<file path="src/rtl/sram_like_mem_slave.sv">
// Instruction-side SRAM-like responder: in-order request queue in front of a 1-cycle
// synchronous word RAM, with a programmable per-access delay to emulate slow memory.
module sram_like_mem_slave #(
    parameter int unsigned DEPTH  = 2,
    parameter int unsigned DELAY  = 0,
    parameter int unsigned ADDR_W = 16
) (
    input  logic              clk,
    input  logic              reset,
    input  logic              inst_sram_req,
    input  logic              inst_sram_wr,
    input  logic [1:0]        inst_sram_size,
    input  logic [3:0]        inst_sram_wstrb,
    input  logic [31:0]       inst_sram_addr,
    input  logic [31:0]       inst_sram_wdata,
    output logic              inst_sram_addr_ok,
    output logic              inst_sram_data_ok,
    output logic [31:0]       inst_sram_rdata,
    output logic              ram_en,
    output logic [3:0]        ram_we,
    output logic [ADDR_W-1:0] ram_addr,
    output logic [31:0]       ram_wdata,
    input  logic [31:0]       ram_rdata
);

    localparam int unsigned PtrW     = (DEPTH > 1) ? $clog2(DEPTH) : 1;
    localparam int unsigned CntW     = $clog2(DEPTH + 1);
    localparam logic [3:0]  WaitLoad = (DELAY == 0) ? 4'd0 : 4'(DELAY - 1);

    typedef enum logic [1:0] {StIdle, StWait, StAccess, StResp} state_e;

    state_e            state_q, state_d;
    logic [3:0]        wait_q, wait_d;
    logic              resp_wr_q;
    logic [PtrW-1:0]   wptr_q, rptr_q;
    logic [CntW-1:0]   count_q;
    logic              push, pop;

    logic              q_wr    [DEPTH];
    logic [3:0]        q_wstrb [DEPTH];
    logic [ADDR_W-1:0] q_idx   [DEPTH];
    logic [31:0]       q_wdata [DEPTH];

    // Size code and byte-offset/high address bits carry no meaning for this RAM.
    logic unused_inputs;
    assign unused_inputs = ^{inst_sram_size, inst_sram_addr[31:ADDR_W+2], inst_sram_addr[1:0]};

    function automatic logic [PtrW-1:0] ptr_inc(input logic [PtrW-1:0] p);
        return (p == PtrW'(DEPTH - 1)) ? '0 : p + 1'b1;
    endfunction

    assign inst_sram_addr_ok = inst_sram_req & (count_q < CntW'(DEPTH)) & ~reset;
    assign push              = inst_sram_req & inst_sram_addr_ok;
    assign pop               = (state_q == StAccess);

    always_ff @(posedge clk) begin
        if (push) begin
            q_wr[wptr_q]    <= inst_sram_wr;
            q_wstrb[wptr_q] <= inst_sram_wstrb;
            q_idx[wptr_q]   <= inst_sram_addr[ADDR_W+1:2];
            q_wdata[wptr_q] <= inst_sram_wdata;
        end
    end

    always_ff @(posedge clk or posedge reset) begin
        if (reset) begin
            state_q   <= StIdle;
            wait_q    <= 4'd0;
            resp_wr_q <= 1'b0;
            wptr_q    <= '0;
            rptr_q    <= '0;
            count_q   <= '0;
        end else begin
            state_q <= state_d;
            wait_q  <= wait_d;
            if (push) wptr_q <= ptr_inc(wptr_q);
            if (pop) begin
                rptr_q    <= ptr_inc(rptr_q);
                resp_wr_q <= q_wr[rptr_q];
            end
            unique case ({push, pop})
                2'b10:   count_q <= count_q + 1'b1;
                2'b01:   count_q <= count_q - 1'b1;
                default: count_q <= count_q;
            endcase
        end
    end

    always_comb begin
        state_d = state_q;
        wait_d  = wait_q;
        unique case (state_q)
            StIdle, StResp: begin
                if (count_q != '0) begin
                    if (DELAY > 0) begin
                        state_d = StWait;
                        wait_d  = WaitLoad;
                    end else begin
                        state_d = StAccess;
                    end
                end else begin
                    state_d = StIdle;
                end
            end
            StWait: begin
                if (wait_q == 4'd0) state_d = StAccess;
                else                wait_d  = wait_q - 4'd1;
            end
            StAccess: state_d = StResp;
            default:  state_d = StIdle;
        endcase
    end

    always_comb begin
        ram_en            = 1'b0;
        ram_we            = 4'b0;
        ram_addr          = '0;
        ram_wdata         = 32'd0;
        inst_sram_data_ok = 1'b0;
        inst_sram_rdata   = 32'd0;
        if (state_q == StAccess) begin
            ram_en    = 1'b1;
            ram_we    = q_wr[rptr_q] ? q_wstrb[rptr_q] : 4'b0;
            ram_addr  = q_idx[rptr_q];
            ram_wdata = q_wdata[rptr_q];
        end
        if (state_q == StResp) begin
            inst_sram_data_ok = 1'b1;
            inst_sram_rdata   = resp_wr_q ? 32'd0 : ram_rdata;
        end
    end

endmodule
</file>
<file path="config.mk">
export PLATFORM = sky130hd
export DESIGN_NAME = sram_like_mem_slave
export DESIGN_NICKNAME = d
export VERILOG_FILES = /design/src/rtl/sram_like_mem_slave.sv
export SDC_FILE = /design/constraint.sdc
export NUM_CORES = 1
export LEC_CHECK = 0
export CAP_MARGIN = 20
export CORE_ASPECT_RATIO = 0.6
export CORE_MARGIN = 8
export CORE_UTILIZATION = 39
export DETAILED_ROUTE_END_ITERATION = 12
export GPL_ROUTABILITY_DRIVEN = 0
export PLACE_DENSITY_LB_ADDON = 0.25
export SLEW_MARGIN = 20
export SYNTH_ARGS = -nofsm -noshare
export SYNTH_HDL_FRONTEND = slang
export SYNTH_SLANG_ARGS = --single-unit
</file>
<file path="constraint.sdc">
create_clock -name clk -period 3.1 [get_ports clk]
set_clock_uncertainty 0.05 [all_clocks]
set_input_delay 0.62 -clock clk [delete_from_list [all_inputs] [get_ports clk]]
set_output_delay 0.62 -clock clk [all_outputs]
set_load 0.01 [all_outputs]
</file>
==> flow_summary.toml, run 1 <==
[run_status]
outcome = "completed"

[timing]
final_max_slew_viol_count = 0
timing.max_slew.rel_slack_pct = 64.6
max_freq_mhz = 344
timing.setup.tns_ns = 0
grt_setup_unrepaired = "no"
worst_pin_slew_ns = 0.528
min_period_over_period_pct = 93.7
finalHoldViolations = 0
timing.final.crit_period_ns = 2.90
setup_viol_count_final = 0

[critical_path]
ff2ff_setup_slack_ns = 1.36
critical_path.n_buffers_inverters = 2
critPathMaxFanout = 21
critical_path_required_ns = 2.43
regToRegStartpoint = "count_q[1]"
crit_end_category = "primary output"
worstSetupStartpoint = "rptr_q"
cp_slowest_stage_delay_ns = 0.57
crit_family = "buffers and inverters"
worst_setup_path_start_kind = "flip-flop"
r2r-end = "q_wdata[1][17]"
timing.critical_path.arrival_ns = 2.23
crit_path_cell_trace = "buf_4 > mux2i_1 > nor2b_1 > clkdlybuf4s50_1"
timing.reg2reg.worst_path_depth = 4
timing_worst_setup_path_type = "flip-flop to primary output"
cp_slowest_cell = "sky130_fd_sc_hd__clkdlybuf4s50_1"

[synth]
post_synth_instance_area_sq_um = 4870
yosys.cell_count.top_type = "sky130_fd_sc_hd__edfxtp_1"
top_post_synthesis_cells_by_area = "sky130_fd_sc_hd__edfxtp_1 65%, sky130_fd_sc_hd__mux2i_1 11%, sky130_fd_sc_hd__nor2b_1 6.3%, sky130_fd_sc_hd__dfrtp_1 5.7%, sky130_fd_sc_hd__and2_1 4.2%"
synth_top_cells_by_count = "106 x sky130_fd_sc_hd__edfxtp_1, 54 x sky130_fd_sc_hd__mux2i_1, 49 x sky130_fd_sc_hd__nor2b_1, 33 x sky130_fd_sc_hd__and2_1, 11 x sky130_fd_sc_hd__dfrtp_1"
synth_area_leader = "sky130_fd_sc_hd__edfxtp_1"
post_synth_net_total = 419
ys_async_sr_fraction_pct = 9.40
synth_enable_flop_cells = 106
number_of_instances_in_the_synthesized_netlist = 307
postSynthRegisterBits = 117
synth_area_per_cell_sq_um = 15.9
synthesis.yosys.warnings = 0
postSynth.topFlopCell = "sky130_fd_sc_hd__edfxtp_1"
post_synth_num_cell_types = 25
sequential_to_total_area_share_from_yosys_stat_pct = 71.1
synthDominantCellAreaShare_pct = 65.4

[clocking]
post-cts-setup-buffers = 0
cts.sink_count = 117
post_cts_hold_buffer_count = 0
postCtsResizedCells = 0
cts_buffer_depth = 2
cts_tree = "yes"
cts.reportedPaths.clkPinSlew_ns = 0.05
clock_insertion_delay_worst_skew_ns = 0.39
cts_max_level = 4
cts-buffers-inserted = 17
cts-root-buf = "sky130_fd_sc_hd__clkbuf_16"

[hold_path]
timing.hold.worst.start = "count_q[1]"
end_of_the_worst_hold_path = "count_q[1]"
timing.hold.worst_path_depth = 1
worstHoldPathType = "flip-flop to flip-flop"

[die]
fp.coreArea_sq_um = 12100
chipHeight_um = 103
dieArea_sq_um = 16400
die_width_um = 160
pin_count = 193
core.rowCount = 31
floorplan.initialDensity_pct = 40.2

[placement]
place.port_buffers = 174
dp.final_hpwl_um = 8070

[pwr]
total_power_w = 0.00674
worst_ir_drop_vdd_mv = 0.481
p_leak_nw = 2.77
power.density_nw_per_um2 = 907

[route]
drt_pass_1_iters = 4
ant_nets = 0
routed-via-count = 3027
drt_drc_violations_left = 0
wl_per_cell_um = 16.9
detailedRoute.firstIterationViolations = 118
drt-total-wl_um = 11400
vias_per_cell = 4.49

[final_layout]
post-route-util_pct = 61.5
drive_gt1_share_pct = 9.43
area_delta_synth_final_pct = 52.8
fin_nets = 608
antenna_cells_inserted = 0

[global_route]
grt_overflow_total = 0
grt_pass1_wl_um = 17600
global_route.usage.total_pct = 14.0
pin_count_of_the_biggest_net_entering_global_routing = 36
antenna_found_initial = 0
first_global_vias = 3179

[job]
maxCapViolations = 0
report_power, final:
part           switching [W]  total [W]  internal [W]
sequential          0.000106    0.00205       0.00194
clock               0.000676    0.00194       0.00126
combinational        0.00122    0.00276       0.00155
total                0.00200    0.00674       0.00475
layout by cell type (no fill, tap or decap), drive strengths merged:
cell / n
a21o: 1
and2: 33
buf: 10
bufinv: 3
clkbuf: 19
clkdlybuf4s50: 174
clkinv: 7
clkinvlp: 3
dfrtp: 11
edfxtp: 106
ha: 6
inv: 8
mux2: 2
mux2i: 54
nand2: 3
nand3: 1
nand3b: 1
nor2: 6
nor2b: 49
nor3: 1
nor3b: 1
o21ai: 2
o31ai: 1
or4b: 1
xnor2: 3
xor2: 3
flip-flops by register name (all words and copies together), names as in the netlist:
| register | flops |
|---|---|
| q_wdata | 64 |
| q_wstrb | 8 |
| resp_wr_q | 1 |
| wptr_q | 1 |
| wait_q | 4 |
| state_q | 2 |
| q_wr | 2 |
| count_q | 2 |
| q_idx | 32 |
| rptr_q | 1 |
area by class of cell:
cell class	instances	area, sq um
clock buffer	19	433
tap	165	206
sequential	117	3460
timing repair buffer	184	1830
clock inverter	13	159
multi-input combinational	168	1320
fill	934	4660
inverter	8	30.0
through the flow:
step	setup slack, ns	hold WS [ns]	area (sq um)	std cells
after floorplan	0.102	0.405	4870	307
after global placement	0.478	0.435	6850	642
after detailed placement	0.473	0.439	6850	642
after CTS	0.177	0.450	7440	674
after global routing	0.0894	0.473	7440	674
final	0.197	0.442	7440	674
per-layer routing:
metal | wire length, um | track usage, % | vias to the layer above | share of wire (%)
met5 | 0 | 0 | - | 0
met4 | 54 | 4.29 | 0 | 0.47
met3 | 754 | 5.54 | 8 | 6.6
met2 | 5460 | 23.1 | 91 | 48
met1 | 5150 | 16.9 | 1448 | 45
li1 | - | - | 1480 | -
logic make-up (layout without fill, tap and decap cells):
group / count (synthesis) / after routing / share of synthesized area, %
xor+xnor: 6 / 6 / 1.08
buf+inv: 22 / 224 / 2.11
flops: 117 / 117 / 71.1
fa+ha+maj: 6 / 6 / 1.54
mux: 56 / 56 / 11.6
simple gates: 96 / 96 / 12.0
compound gates: 4 / 4 / 0.617
worst max path at each step:
stage / to / slack, ns / depth (start not counted)
6_report: ram_addr[7] / 0.20 / 4
4_1_cts: ram_addr[7] / 0.18 / 4
2_1_floorplan: q_idx[1][0] / 0.10 / 4
3_5_place_dp: inst_sram_addr_ok / 0.47 / 5
3_3_place_gp: inst_sram_addr_ok / 0.48 / 5
5_1_grt: ram_wdata[8] / 0.09 / 4
Note: power is estimated with default switching activity, not from simulation.
==> inputs of run 2 (changes only) <==
--- a/config.mk
+++ b/config.mk
@@ -6,13 +6,13 @@
 export NUM_CORES = 1
 export LEC_CHECK = 0
 export CAP_MARGIN = 20
-export CORE_ASPECT_RATIO = 0.6
+export CORE_ASPECT_RATIO = 1.1
 export CORE_MARGIN = 8
 export CORE_UTILIZATION = 39
 export DETAILED_ROUTE_END_ITERATION = 12
-export GPL_ROUTABILITY_DRIVEN = 0
 export PLACE_DENSITY_LB_ADDON = 0.25
 export SLEW_MARGIN = 20
 export SYNTH_ARGS = -nofsm -noshare
 export SYNTH_HDL_FRONTEND = slang
 export SYNTH_SLANG_ARGS = --single-unit
+export TNS_END_PERCENT = 50
==> run 2 against run 1 <==
Against the previous run:
- via count up 2.2%
- worst hold slack worse by 0.0061 ns
- routed wire length up 1.0%
- maximum frequency up 0.22%
- non-clock buffer count fell by 2
- utilization shrank 1.1 points
- clock power up 3%
- power rose by 1.7%
- register-to-register slack better by 0.05 ns
- first-iteration DRC count fell by 20%
- sequential power about the same
==> flow_summary.toml, run 2 (synthesis results as in run 1) <==
[critical_path]
crit_end_category = "primary output"
ff2ff_setup_slack_ns = 1.41
timing.critical_path.arrival_ns = 2.23
critical_path_required_ns = 2.43
worst_setup_path_start_kind = "flip-flop"
timing_worst_setup_path_type = "flip-flop to primary output"
critPathMaxFanout = 15

[final_layout]
largest-register = "q_wdata"
antenna_cells_inserted = 0
drive_gt1_share_pct = 9.09
mostFrequentLayoutCell = "sky130_fd_sc_hd__clkdlybuf4s50_1"
reg_top3 = "q_wdata (64), q_idx (32), q_wstrb (8)"
area_delta_synth_final_pct = 53.4
filler_cell_count_in_the_final_layout = 974
fin_nets = 606
multi_input_gate_area_in_the_final_layout_sq_um = 1330
highest_count_cells_in_the_layout_ignoring_fill_and_taps = "174 x sky130_fd_sc_hd__clkdlybuf4s50_1, 106 x sky130_fd_sc_hd__edfxtp_1, 54 x sky130_fd_sc_hd__mux2i_1"
largest_reg_flops = 64
post-route-util_pct = 60.3
layout.area.seq_sq_um = 3460

[clocking]
cts_buffer_depth = 2
cts.sink_count = 117
post-cts-setup-buffers = 0
cts_tree = "yes"
clock_insertion_delay_worst_skew_ns = 0.40
cts-root-buf = "sky130_fd_sc_hd__clkbuf_16"
cts.reportedPaths.clkPinSlew_ns = 0.05
post_cts_hold_buffer_count = 0
cts-buffers-inserted = 17
cts_max_level = 4

[route]
wl_per_cell_um = 17.4
detailedRoute.firstIterationViolations = 94
vias_per_cell = 4.67
drt-total-wl_um = 11500
drt_pass_1_iters = 4
ant_nets = 0
routed-via-count = 3093
drt_drc_violations_left = 0

[die]
floorplan.initialDensity_pct = 39.3
chipHeight_um = 133
core.rowCount = 43
fp.coreArea_sq_um = 12400
dieArea_sq_um = 16300
die_width_um = 123
pin_count = 193

[global_route]
grt_overflow_total = 0
first_global_vias = 3412
grt_pass1_wl_um = 17700
pin_count_of_the_biggest_net_entering_global_routing = 54
antenna_found_initial = 0
global_route.usage.total_pct = 14.2

[timing]
timing.final.crit_period_ns = 2.90
postLayoutSetupSlackWorst_ns = 0.203
timing.max_slew.rel_slack_pct = 65.3
timing.setup.tns_ns = 0
final_max_slew_viol_count = 0
grt_setup_unrepaired = "no"
worst_pin_slew_ns = 0.518
setup_viol_count_final = 0
timing.hold.ws_ns = 0.436
min_period_over_period_pct = 93.5
finalHoldViolations = 0
max_freq_mhz = 345

[pwr]
p_int_w = 0.00486
sequentialPowerShare_pct = 29.6
combinationalPowerShare_pct = 41.3
power.share.switching_pct = 29.2
netSwitchingPower_w = 0.00200
worst_ir_drop_vdd_mv = 0.497
total_power_w = 0.00686
p_leak_nw = 2.77
power.density_nw_per_um2 = 919
pwr-share-clk_pct = 29.1

[hold_path]
worstHoldPathType = "flip-flop to flip-flop"

[placement]
pre_cts_ws_ns = 0.413
dp.final_hpwl_um = 8040
place.port_buffers = 174
gp_congestion = 0.779

[run_status]
outcome = "completed"

[job]
maxCapViolations = 0
-- run 2: layout make-up --
class                   instances  area share [%]
repair buffers                182            24.6
clock buffers                  18            5.75
clock inverters                13            2.45
flip-flops and latches        117            46.4
inverters                       8           0.402
multi-input cells             168            17.8
well taps                     157            2.63
-- run 2: worst paths after layout --
path                            start             to  depth (start not counted)
min reg2reg                count_q[1]     count_q[1]                          1
max                        state_q[0]  ram_wdata[29]                          5
max reg2reg                state_q[0]     count_q[1]                          6
min in group asynchronous       reset      resp_wr_q                          3
max in group asynchronous       reset         rptr_q                          3
min                        count_q[1]     count_q[1]                          1
-- run 2: layer usage --
layer,share of wire [%],GRT usage (%),wire (um),vias up
met1,41,15.0,4720,1477
met5,0,0,0,-
met3,8.6,5.88,986,9
met4,0.99,5.29,114,0
met2,50,24.7,5710,133
li1,-,-,-,1474
-- run 2: power by group through the flow --
stage | logic (W) | registers (W) | clock network, W
floorplan | 0.00143 | 0.00202 | 0
global placement | 0.00284 | 0.00205 | 0
detailed placement | 0.00287 | 0.00206 | 0
CTS | 0.00289 | 0.00203 | 0.00204
global route | 0.00306 | 0.00205 | 0.00211
finish | 0.00283 | 0.00203 | 0.00200
-- run 2: worst max-delay path: stages, from the launching register on --
cell and delay, ns:
sky130_fd_sc_hd__dfrtp_1 0.41, sky130_fd_sc_hd__inv_1 0.14, sky130_fd_sc_hd__ha_4 0.27, sky130_fd_sc_hd__buf_4 0.24, sky130_fd_sc_hd__nor2b_1 0.19, sky130_fd_sc_hd__clkdlybuf4s50_1 0.57
-- run 2: through the flow --
step	area [sq um]	std cells
finish	7470	663
global route	7470	663
CTS	7460	663
detailed placement	6850	632
global placement	6850	632
floorplan	4870	307
-- run 2: timing repair --
action                     in CTS  in global routing
resized for setup               0                  1
hold endpoints to repair        0                  0
setup endpoints to repair       0                  9
